--- config.mk ---
export PLATFORM = sky130hd
export DESIGN_NAME = spi_frame_ctrl
export DESIGN_NICKNAME = d
export VERILOG_FILES = /design/src/rtl/spi_frame_ctrl.sv
export SDC_FILE = /design/constraint.sdc
export NUM_CORES = 1
export LEC_CHECK = 0
export ABC_AREA = 1
export ABC_CLOCK_PERIOD_IN_PS = 1500
export BUFFER_PORTS_ARGS = -buffer_cell sky130_fd_sc_hd__buf_2
export CAP_MARGIN = 20
export CORE_MARGIN = 10
export CORE_UTILIZATION = 30
export DETAILED_ROUTE_END_ITERATION = 7
export SLEW_MARGIN = 20
export SYNTH_ARGS = -nofsm -noshare
export SYNTH_HDL_FRONTEND = slang
export SYNTH_SLANG_ARGS = --single-unit
--- constraint.sdc ---
create_clock -name clk -period 1.5 [get_ports clk]
set_clock_uncertainty 0.2 [all_clocks]
set_input_delay 0.225 -clock clk [delete_from_list [all_inputs] [get_ports clk]]
set_output_delay 0.225 -clock clk [all_outputs]
set_load 0.02 [all_outputs]
--- src/rtl/spi_frame_ctrl.sv ---
// Frame sequencer in front of the SPI byte master: paces slave select, setup/gap
// timing and the send/busy/ack handshake per byte, returning each MISO byte.
module spi_frame_ctrl #(
    parameter int unsigned CLK_DIV     = 4,    // >= 2
    parameter int unsigned SETUP_TICKS = 2,    // >= 1
    parameter int unsigned GAP_TICKS   = 1,    // >= 1
    parameter int unsigned TIMEOUT     = 1023  // >= 2
) (
    input  logic       clk,
    input  logic       rst,
    input  logic [7:0] tx_data,
    input  logic       tx_valid,
    input  logic       tx_last,
    output logic       tx_ready,
    output logic [7:0] rx_data,
    output logic       rx_valid,
    output logic       frame_busy,
    output logic       frame_done,
    output logic       timeout_err,
    output logic       ena_2clk,
    output logic       spi_ss_n,
    output logic       spi_send,
    output logic       spi_ack,
    output logic [7:0] data_spi,
    input  logic       busy_spi,
    input  logic [7:0] rx_spi
);

    localparam int unsigned DIV_W    = $clog2(CLK_DIV);
    localparam int unsigned TICK_MAX = (SETUP_TICKS > GAP_TICKS) ? SETUP_TICKS : GAP_TICKS;
    localparam int unsigned TICK_W   = $clog2(TICK_MAX + 1);
    localparam int unsigned CYC_W    = $clog2(TIMEOUT + 1);

    localparam logic [DIV_W-1:0]  DIV_LAST     = DIV_W'(CLK_DIV - 1);
    localparam logic [TICK_W-1:0] SETUP_LAST   = TICK_W'(SETUP_TICKS - 1);
    localparam logic [TICK_W-1:0] GAP_LAST     = TICK_W'(GAP_TICKS - 1);
    localparam logic [CYC_W-1:0]  TIMEOUT_LAST = CYC_W'(TIMEOUT - 1);

    typedef enum logic [2:0] {
        IDLE, SETUP, LOAD, SEND, WAIT_BUSY, WAIT_DONE, GAP, HOLD
    } state_t;

    state_t            state, state_d;
    logic [DIV_W-1:0]  div_cnt, div_d;
    logic [TICK_W-1:0] tick_cnt, tick_d;
    logic [CYC_W-1:0]  cyc_cnt, cyc_d;
    logic              last_q, last_d;
    logic [7:0]        data_spi_d, rx_data_d;
    logic              tx_ready_d, rx_valid_d, frame_busy_d, frame_done_d;
    logic              timeout_err_d, ss_n_d, spi_send_d, spi_ack_d;

    always_comb begin
        div_d = (div_cnt == DIV_LAST) ? '0 : div_cnt + 1'b1;
    end

    // ena_2clk is registered so it is high exactly while the divider holds CLK_DIV-1
    always_ff @(posedge clk or negedge rst) begin
        if (!rst) begin
            div_cnt  <= '0;
            ena_2clk <= 1'b0;
        end else begin
            div_cnt  <= div_d;
            ena_2clk <= (div_d == DIV_LAST);
        end
    end

    always_comb begin
        state_d       = state;
        tick_d        = tick_cnt;
        cyc_d         = cyc_cnt;
        last_d        = last_q;
        data_spi_d    = data_spi;
        rx_data_d     = rx_data;
        ss_n_d        = spi_ss_n;
        frame_busy_d  = frame_busy;
        rx_valid_d    = 1'b0;
        spi_send_d    = 1'b0;
        spi_ack_d     = 1'b0;
        frame_done_d  = 1'b0;
        timeout_err_d = 1'b0;

        case (state)
            IDLE: begin
                if (tx_valid) begin
                    state_d      = SETUP;
                    ss_n_d       = 1'b0;
                    frame_busy_d = 1'b1;
                    tick_d       = '0;
                end
            end
            SETUP: begin
                if (ena_2clk) begin
                    if (tick_cnt == SETUP_LAST) state_d = LOAD;
                    else                        tick_d  = tick_cnt + 1'b1;
                end
            end
            LOAD: begin
                if (tx_valid) begin
                    data_spi_d = tx_data;
                    last_d     = tx_last;
                    spi_send_d = 1'b1;
                    state_d    = SEND;
                end
            end
            SEND: begin
                state_d = WAIT_BUSY;
                cyc_d   = '0;
            end
            WAIT_BUSY: begin
                if (busy_spi) begin
                    state_d = WAIT_DONE;
                    cyc_d   = '0;
                end else if (cyc_cnt == TIMEOUT_LAST) begin
                    timeout_err_d = 1'b1;
                    spi_ack_d     = 1'b1;
                    ss_n_d        = 1'b1;
                    frame_busy_d  = 1'b0;
                    state_d       = IDLE;
                end else begin
                    cyc_d = cyc_cnt + 1'b1;
                end
            end
            WAIT_DONE: begin
                if (!busy_spi) begin
                    rx_data_d  = rx_spi;
                    rx_valid_d = 1'b1;
                    spi_ack_d  = 1'b1;
                    tick_d     = '0;
                    state_d    = GAP;
                end else if (cyc_cnt == TIMEOUT_LAST) begin
                    // ack still pulses on abort so the master drops its IRQ
                    timeout_err_d = 1'b1;
                    spi_ack_d     = 1'b1;
                    ss_n_d        = 1'b1;
                    frame_busy_d  = 1'b0;
                    state_d       = IDLE;
                end else begin
                    cyc_d = cyc_cnt + 1'b1;
                end
            end
            GAP: begin
                if (ena_2clk) begin
                    if (tick_cnt == GAP_LAST) state_d = last_q ? HOLD : LOAD;
                    else                      tick_d  = tick_cnt + 1'b1;
                end
            end
            HOLD: begin
                ss_n_d       = 1'b1;
                frame_done_d = 1'b1;
                frame_busy_d = 1'b0;
                state_d      = IDLE;
            end
            default: state_d = IDLE;
        endcase

        tx_ready_d = (state_d == LOAD);
    end

    always_ff @(posedge clk or negedge rst) begin
        if (!rst) begin
            state       <= IDLE;
            tick_cnt    <= '0;
            cyc_cnt     <= '0;
            last_q      <= 1'b0;
            tx_ready    <= 1'b0;
            rx_data     <= '0;
            rx_valid    <= 1'b0;
            frame_busy  <= 1'b0;
            frame_done  <= 1'b0;
            timeout_err <= 1'b0;
            spi_ss_n    <= 1'b1;
            spi_send    <= 1'b0;
            spi_ack     <= 1'b0;
            data_spi    <= '0;
        end else begin
            state       <= state_d;
            tick_cnt    <= tick_d;
            cyc_cnt     <= cyc_d;
            last_q      <= last_d;
            tx_ready    <= tx_ready_d;
            rx_data     <= rx_data_d;
            rx_valid    <= rx_valid_d;
            frame_busy  <= frame_busy_d;
            frame_done  <= frame_done_d;
            timeout_err <= timeout_err_d;
            spi_ss_n    <= ss_n_d;
            spi_send    <= spi_send_d;
            spi_ack     <= spi_ack_d;
            data_spi    <= data_spi_d;
        end
    end

endmodule

Yosys cells after proc, flatten, opt, wreduce, memory -nomap -nowiden
Index checks and enable logic that the tools add are counted.
{ "word_totals": {"out_inout_bits": 25, "regBits": 43, "word_cells": 94, "in_bits": 21} }
{ "classes": {"muxes": 44, "n_reduce_logical": 10, "eq_ne": 20, "n_addsub": 3, "bitwise": 1} }
{ "op_table": {"columns": ["op", "n"], "rows": [
  ["10-bit 2-to-1 mux", 3],
  ["3-bit 2-to-1 mux", 10],
  ["10-bit case mux with 3 select lines", 1],
  ["3-bit case mux with 8 select lines", 1],
  ["1-bit 2-to-1 mux", 17],
  ["2-bit != test (second input constant)", 8],
  ["2-bit 2-to-1 mux", 7],
  ["3-bit == test (second input constant)", 4],
  ["10-bit by 1-bit adder with 10-bit output (second input constant)", 1],
  ["10-bit == test (second input constant)", 1],
  ["3-bit by 2-bit == test with 1-bit output (second input constant)", 3],
  ["1-bit case mux with 4 select lines", 2],
  ["2-bit case mux with 4 select lines", 1],
  ["4-bit nonzero test", 2],
  ["7-bit AND reduction", 1],
  ["2-bit AND reduction", 3],
  ["2-bit by 1-bit adder with 2-bit output (second input constant)", 2],
  ["2-bit == test (second input constant)", 2],
  ["1-bit case mux with 2 select lines", 2],
  ["4-bit AND reduction", 1],
  ["3-bit by 1-bit == test with 1-bit output (second input constant)", 1],
  ["3-bit zero test", 1],
  ["3-bit nonzero test", 1],
  ["2-bit by 1-bit == test with 1-bit output (second input constant)", 1],
  ["other kinds (2)", 2]
]} }

Longest topological paths before layout
{ "logic_depth": {"depth_word": 5, "mapped_depth": 11, "mapped_depth_nobuf": 10} }

Worst setup path after synthesis
No wires, ideal clock.
{ "synth_timing": {"kind": "register to register", "start": "register cyc_cnt[0]", "end": "register cyc_cnt[6]", "stages_incl_launch_ff": 11, "setup_time_ns": 0.113, "n_path_buf": 1, "arrival_time_ns": 1.271, "t_required_ns": 1.187, "slack_ns": -0.083, "synth_period_minus_slack_ns": 1.583, "path_cell_list": "dfrtp_1 > inv_1 > ha_1 > inv_1 > nor2_1 > nand3_2 > buf_2 > nand4_1 > nand2_1 > nand2_1 > inv_1"} }
{ "synth_via": {"elab_chain_len": 4, "word_cells_on_any_way": 6, "classes_between": "1 x add/sub; 1 x eq/ne; 4 x mux"} }
{ "synth_rtl": {"columns": ["item", "line", "text"], "rows": [
  ["start, declared", "46", "logic [CYC_W-1:0] cyc_cnt, cyc_d;"],
  ["start signal, assigned", "178", "cyc_cnt <= cyc_d;"],
  ["10-bit by 1-bit adder with 10-bit output / 10-bit == test (equally long branches)", null, null],
  ["10-bit 2-to-1 mux *", "113, 130", null],
  ["10-bit 2-to-1 mux, on equally long branches", "124, 110", null],
  ["10-bit case mux with 3 select lines *", "82", "case (state)"]
]} }
Every way passes the cells marked *; elsewhere a longest branch is shown, timed or not. The select of a mux whose other input is x is not followed.
A chain may end at the register's enable or synchronous reset.

Worst setup path in the final report
{ "layout_timing": {"start": "register state[1]", "end": "register cyc_cnt[6]"} }
{ "layout_via": {"elab_chain_len": 3, "word_cells_on_any_way": 7, "classes_between": "4 x eq/ne; 1 x mux; 2 x reduce/logical"} }
{ "layout_rtl": {"columns": ["item", "line", "text"], "rows": [
  ["start, declared", "43", "state_t state, state_d;"],
  ["start signal, assigned", "176", "state <= state_d;"],
  ["3-bit == test / 3-bit by 2-bit == test with 1-bit output (equally long branches)", "82", null],
  ["2-bit != test (no source line) / 3-bit nonzero test (equally long branches)", null, null],
  ["2-bit AND reduction (no source line)", null, null]
]} }
Parallel ways exist; a longest one is shown, timed or not.

==> flow_metrics.py <==
metrics = {
    "status": {
        "status": "finished with violations",
        "violations": "negative setup slack",
    },
    "yosys": {
        "yosysWarnings": 0,
        "synth_nets": 298,
        "ys_seq_area_frac": 0.5092,
        "synth.distinct_cells": 25,
        "synth_top_area_share": 0.4967,
        "synth_area_leader_cell": "dfrtp_1",
        "syn_area_per_cell_um2": 7.807,
        "syn_area_um2": 2116,
        "syn_inst": 271,
        "synth_area_leaders": "dfrtp_1, nand2_1, nor2_1, inv_1, ha_1",
        "ys_ff_latch": 43,
    },
    "placement": {
        "place_ws_ns": -0.1605,
        "gp_congestion": 0.8860,
        "place_inst": 446,
        "port_buffers": 45,
        "post-dp-hpwl_mm": 3.864,
    },
    "sta": {
        "fin_tns_setup_ns": -1.685,
        "rsz0062_at_grt": "true",
        "max_freq_mhz": 590.0,
        "min_period_ns": 1.695,
        "timing_worst_slew_pin_value_ns": 0.2786,
        "finalHoldViolCount": 0,
        "slew_viol_final": 0,
        "setup_viol": 18,
        "setup_ws_ns": -0.1949,
        "finalCritPeriodShare": 1.130,
        "relSlewSlack": 0.8136,
    },
    "final_layout": {
        "regArea_um2": 1080,
        "mostFrequentLayoutCells": "nand2_1, buf_2, dfrtp_1",
        "antennaDiodeCount": 0,
        "final_layout_size_suffix_gt1_frac": 0.4278,
        "postLayoutCoreUtil": 0.5011,
        "final_nets": 414,
        "multiInputGateArea_um2": 1141,
        "nFillCells": 648,
        "final_common_cell": "nand2_1",
        "area.growth.synth_to_final_pct": 61.80,
        "final_cells": 484,
    },
    "floorplan": {
        "die_area_um2": 10810,
        "pin_count": 46,
        "die_y_um": 104.0,
        "start_util": 0.3097,
        "die_x_um": 104.0,
        "core_um2": 6832,
        "rows": 30,
    },
    "power_and_ir_drop": {
        "comb_power_share": 0.582,
        "p_total_uw": 6035,
        "p_clk_frac": 0.119,
        "peakVddDrop_mv": 0.9044,
        "power.switching_uw": 2642,
        "power_leakage_uw": 0.001784,
        "power_switching_share": 0.4379,
        "internal_power_uw": 3392,
        "power_density_nw_per_um2": 1763,
        "pwr-share-seq": 0.299,
    },
    "clock_network": {
        "cts_tree": "built",
        "htreeDepth": 2,
        "clk_pin_slew_ns": 0.08,
        "clockRootBuffer": "clkbuf_8",
        "insertion_delay_ns": 0.29,
        "cts_buffers": 5,
        "cts.sinks": 43,
        "clk_path_buf_depth": 2,
    },
    "global_route": {
        "grt_pass1_wl_mm": 9.763,
        "grt_pass1_vias": 2108,
        "grt_max_degree": 44,
        "antenna_found_initial": 0,
        "gr-total-overflow": 0,
        "grt_use_total": 0.1064,
    },
    "worst_setup_path": {
        "slowest_stage": "dfrtp_2",
        "path_cells": "nand2_2 > nor2_2 > nor2_2 > nor2_4 > buf_12 > nand3_2 > nand2_2 > nand2_1 > nand2_1 > inv_1",
        "startpoint_type": "flip-flop",
        "crit_required_ns": 1.49,
        "critPathKind": "reg2reg",
        "cp-end-kind": "flip-flop",
        "cp_slowest_stage_delay_ns": 0.47,
        "crit_fanout": 7,
        "cp.arrival_ns": 1.69,
    },
    "routing": {
        "drcViolationCount": 0,
        "drt-total-wl_mm": 6.071,
        "vias": 2117,
        "drt-pass1-iter-count": 5,
        "wire_per_inst_um": 12.54,
        "viasPerCell": 4.374,
        "final_antenna_net_count": 0,
        "first_iter_violations": 54,
    },
    "hold_path": {
        "hp-class": "in2reg",
    },
    "job": {
        "drv_cap": 0,
    },
}
## sequential cells by signal, indices dropped and copies added (netlist names)
| name | flops |
|---|---|
| spi_ack | 1 |
| timeout_err | 1 |
| cyc_cnt | 10 |
| last_q | 1 |
| div_cnt | 2 |
| data_spi | 8 |
| ena_2clk | 1 |
| tx_ready | 1 |
| state | 3 |
| rx_valid | 1 |
| spi_send | 1 |
| frame_busy | 1 |
| tick_cnt | 2 |
| rx_data | 8 |
| frame_done | 1 |
| spi_ss_n | 1 |
## through the flow
stage,hold slack (ns),instance area (µm²)
after floorplan,-0.2706,2135
after global placement,0.02024,2758
after global routing,0.07485,3423
after detailed placement,0.01886,2758
after CTS,0.05401,3243
final,0.07629,3423
## power by group through the flow
stage          sequential, µW  clock (µW)  combinational [µW]
2_1_floorplan            2080           0                1280
3_3_place_gp             1770           0                2590
3_5_place_dp             1770           0                2630
4_1_cts                  1770         757                3090
5_1_grt                  1860         801                3840
6_report                 1800         717                3520
## cell families (layout without fill, tap and decap cells)
group	after synthesis	in the layout	synth area share
and+or+nand+nor	163	163	0.3270
DFF	43	43	0.5092
AOI/OAI and AO/OA	22	22	0.05322
adders and majority gates	6	6	0.03548
xor gates and xnor gates	1	1	0.004140
buffers and inverters	36	153	0.07096
## per-layer routing
layer	global-route usage	routed length (µm)	part of all wire	vias to the layer above
li1	-	-	-	1076
met1	0.1194	2455	0.40	989
met2	0.1878	3228	0.53	43
met3	0.03532	309	0.051	9
met4	0.02783	78	0.013	0
met5	0	0	0	-
## final cells by class
type                    instances  area share
clock buffers                   6     0.02120
well taps                      96     0.03509
inverters                      31     0.03838
clock inverters                 2    0.003655
flip-flops and latches         43      0.3154
multi-input cells             192      0.3333
repair buffers                114      0.2529
## worst max-delay path: cells and delay by family, from the launching register on
kind | cells | cell delay, ns
buf+inv | 2 | 0.20
flops | 1 | 0.47
simple gates | 8 | 0.73
## synthesized netlist by cell type (all sizes together)
| library cell | count |
|---|---|
| nand2 | 106 |
| dfrtp | 42 |
| nor2 | 33 |
| inv | 30 |
| nand3 | 17 |
| o21ai | 14 |
| a21oi | 7 |
| ha | 6 |
| buf | 5 |
| nand4 | 3 |
| nor3 | 3 |
| clkinv | 1 |
| dfstp | 1 |
| nand3b | 1 |
| o21bai | 1 |
| xor2 | 1 |
## worst paths after layout
| kind | from | endpoint | slack [ns] | cells past startpoint |
|---|---|---|---|---|
| worst max-delay path | state[1] | cyc_cnt[6] | -0.19 | 10 |
| worst min-delay path | tx_valid | spi_send | 0.08 | 3 |
| worst max register to register | state[1] | cyc_cnt[6] | -0.19 | 10 |
| worst min register to register | div_cnt[0] | div_cnt[0] | 0.26 | 1 |
| max in group asynchronous | rst | spi_ss_n | 0.61 | 3 |
| min in group asynchronous | rst | cyc_cnt[2] | 0.23 | 3 |
## repair_timing
action | CTS | global route
gates cloned | 1 | 1
hold endpoints to repair | 60 | 0
pin swaps | 21 | 30
resized for setup | 52 | 44
buffers inserted | 7 | 4
hold buffers | 18 | 0
endpoints found under the setup margin | 36 | 36
No activity file was read; power rests on OpenSTA's default activity.
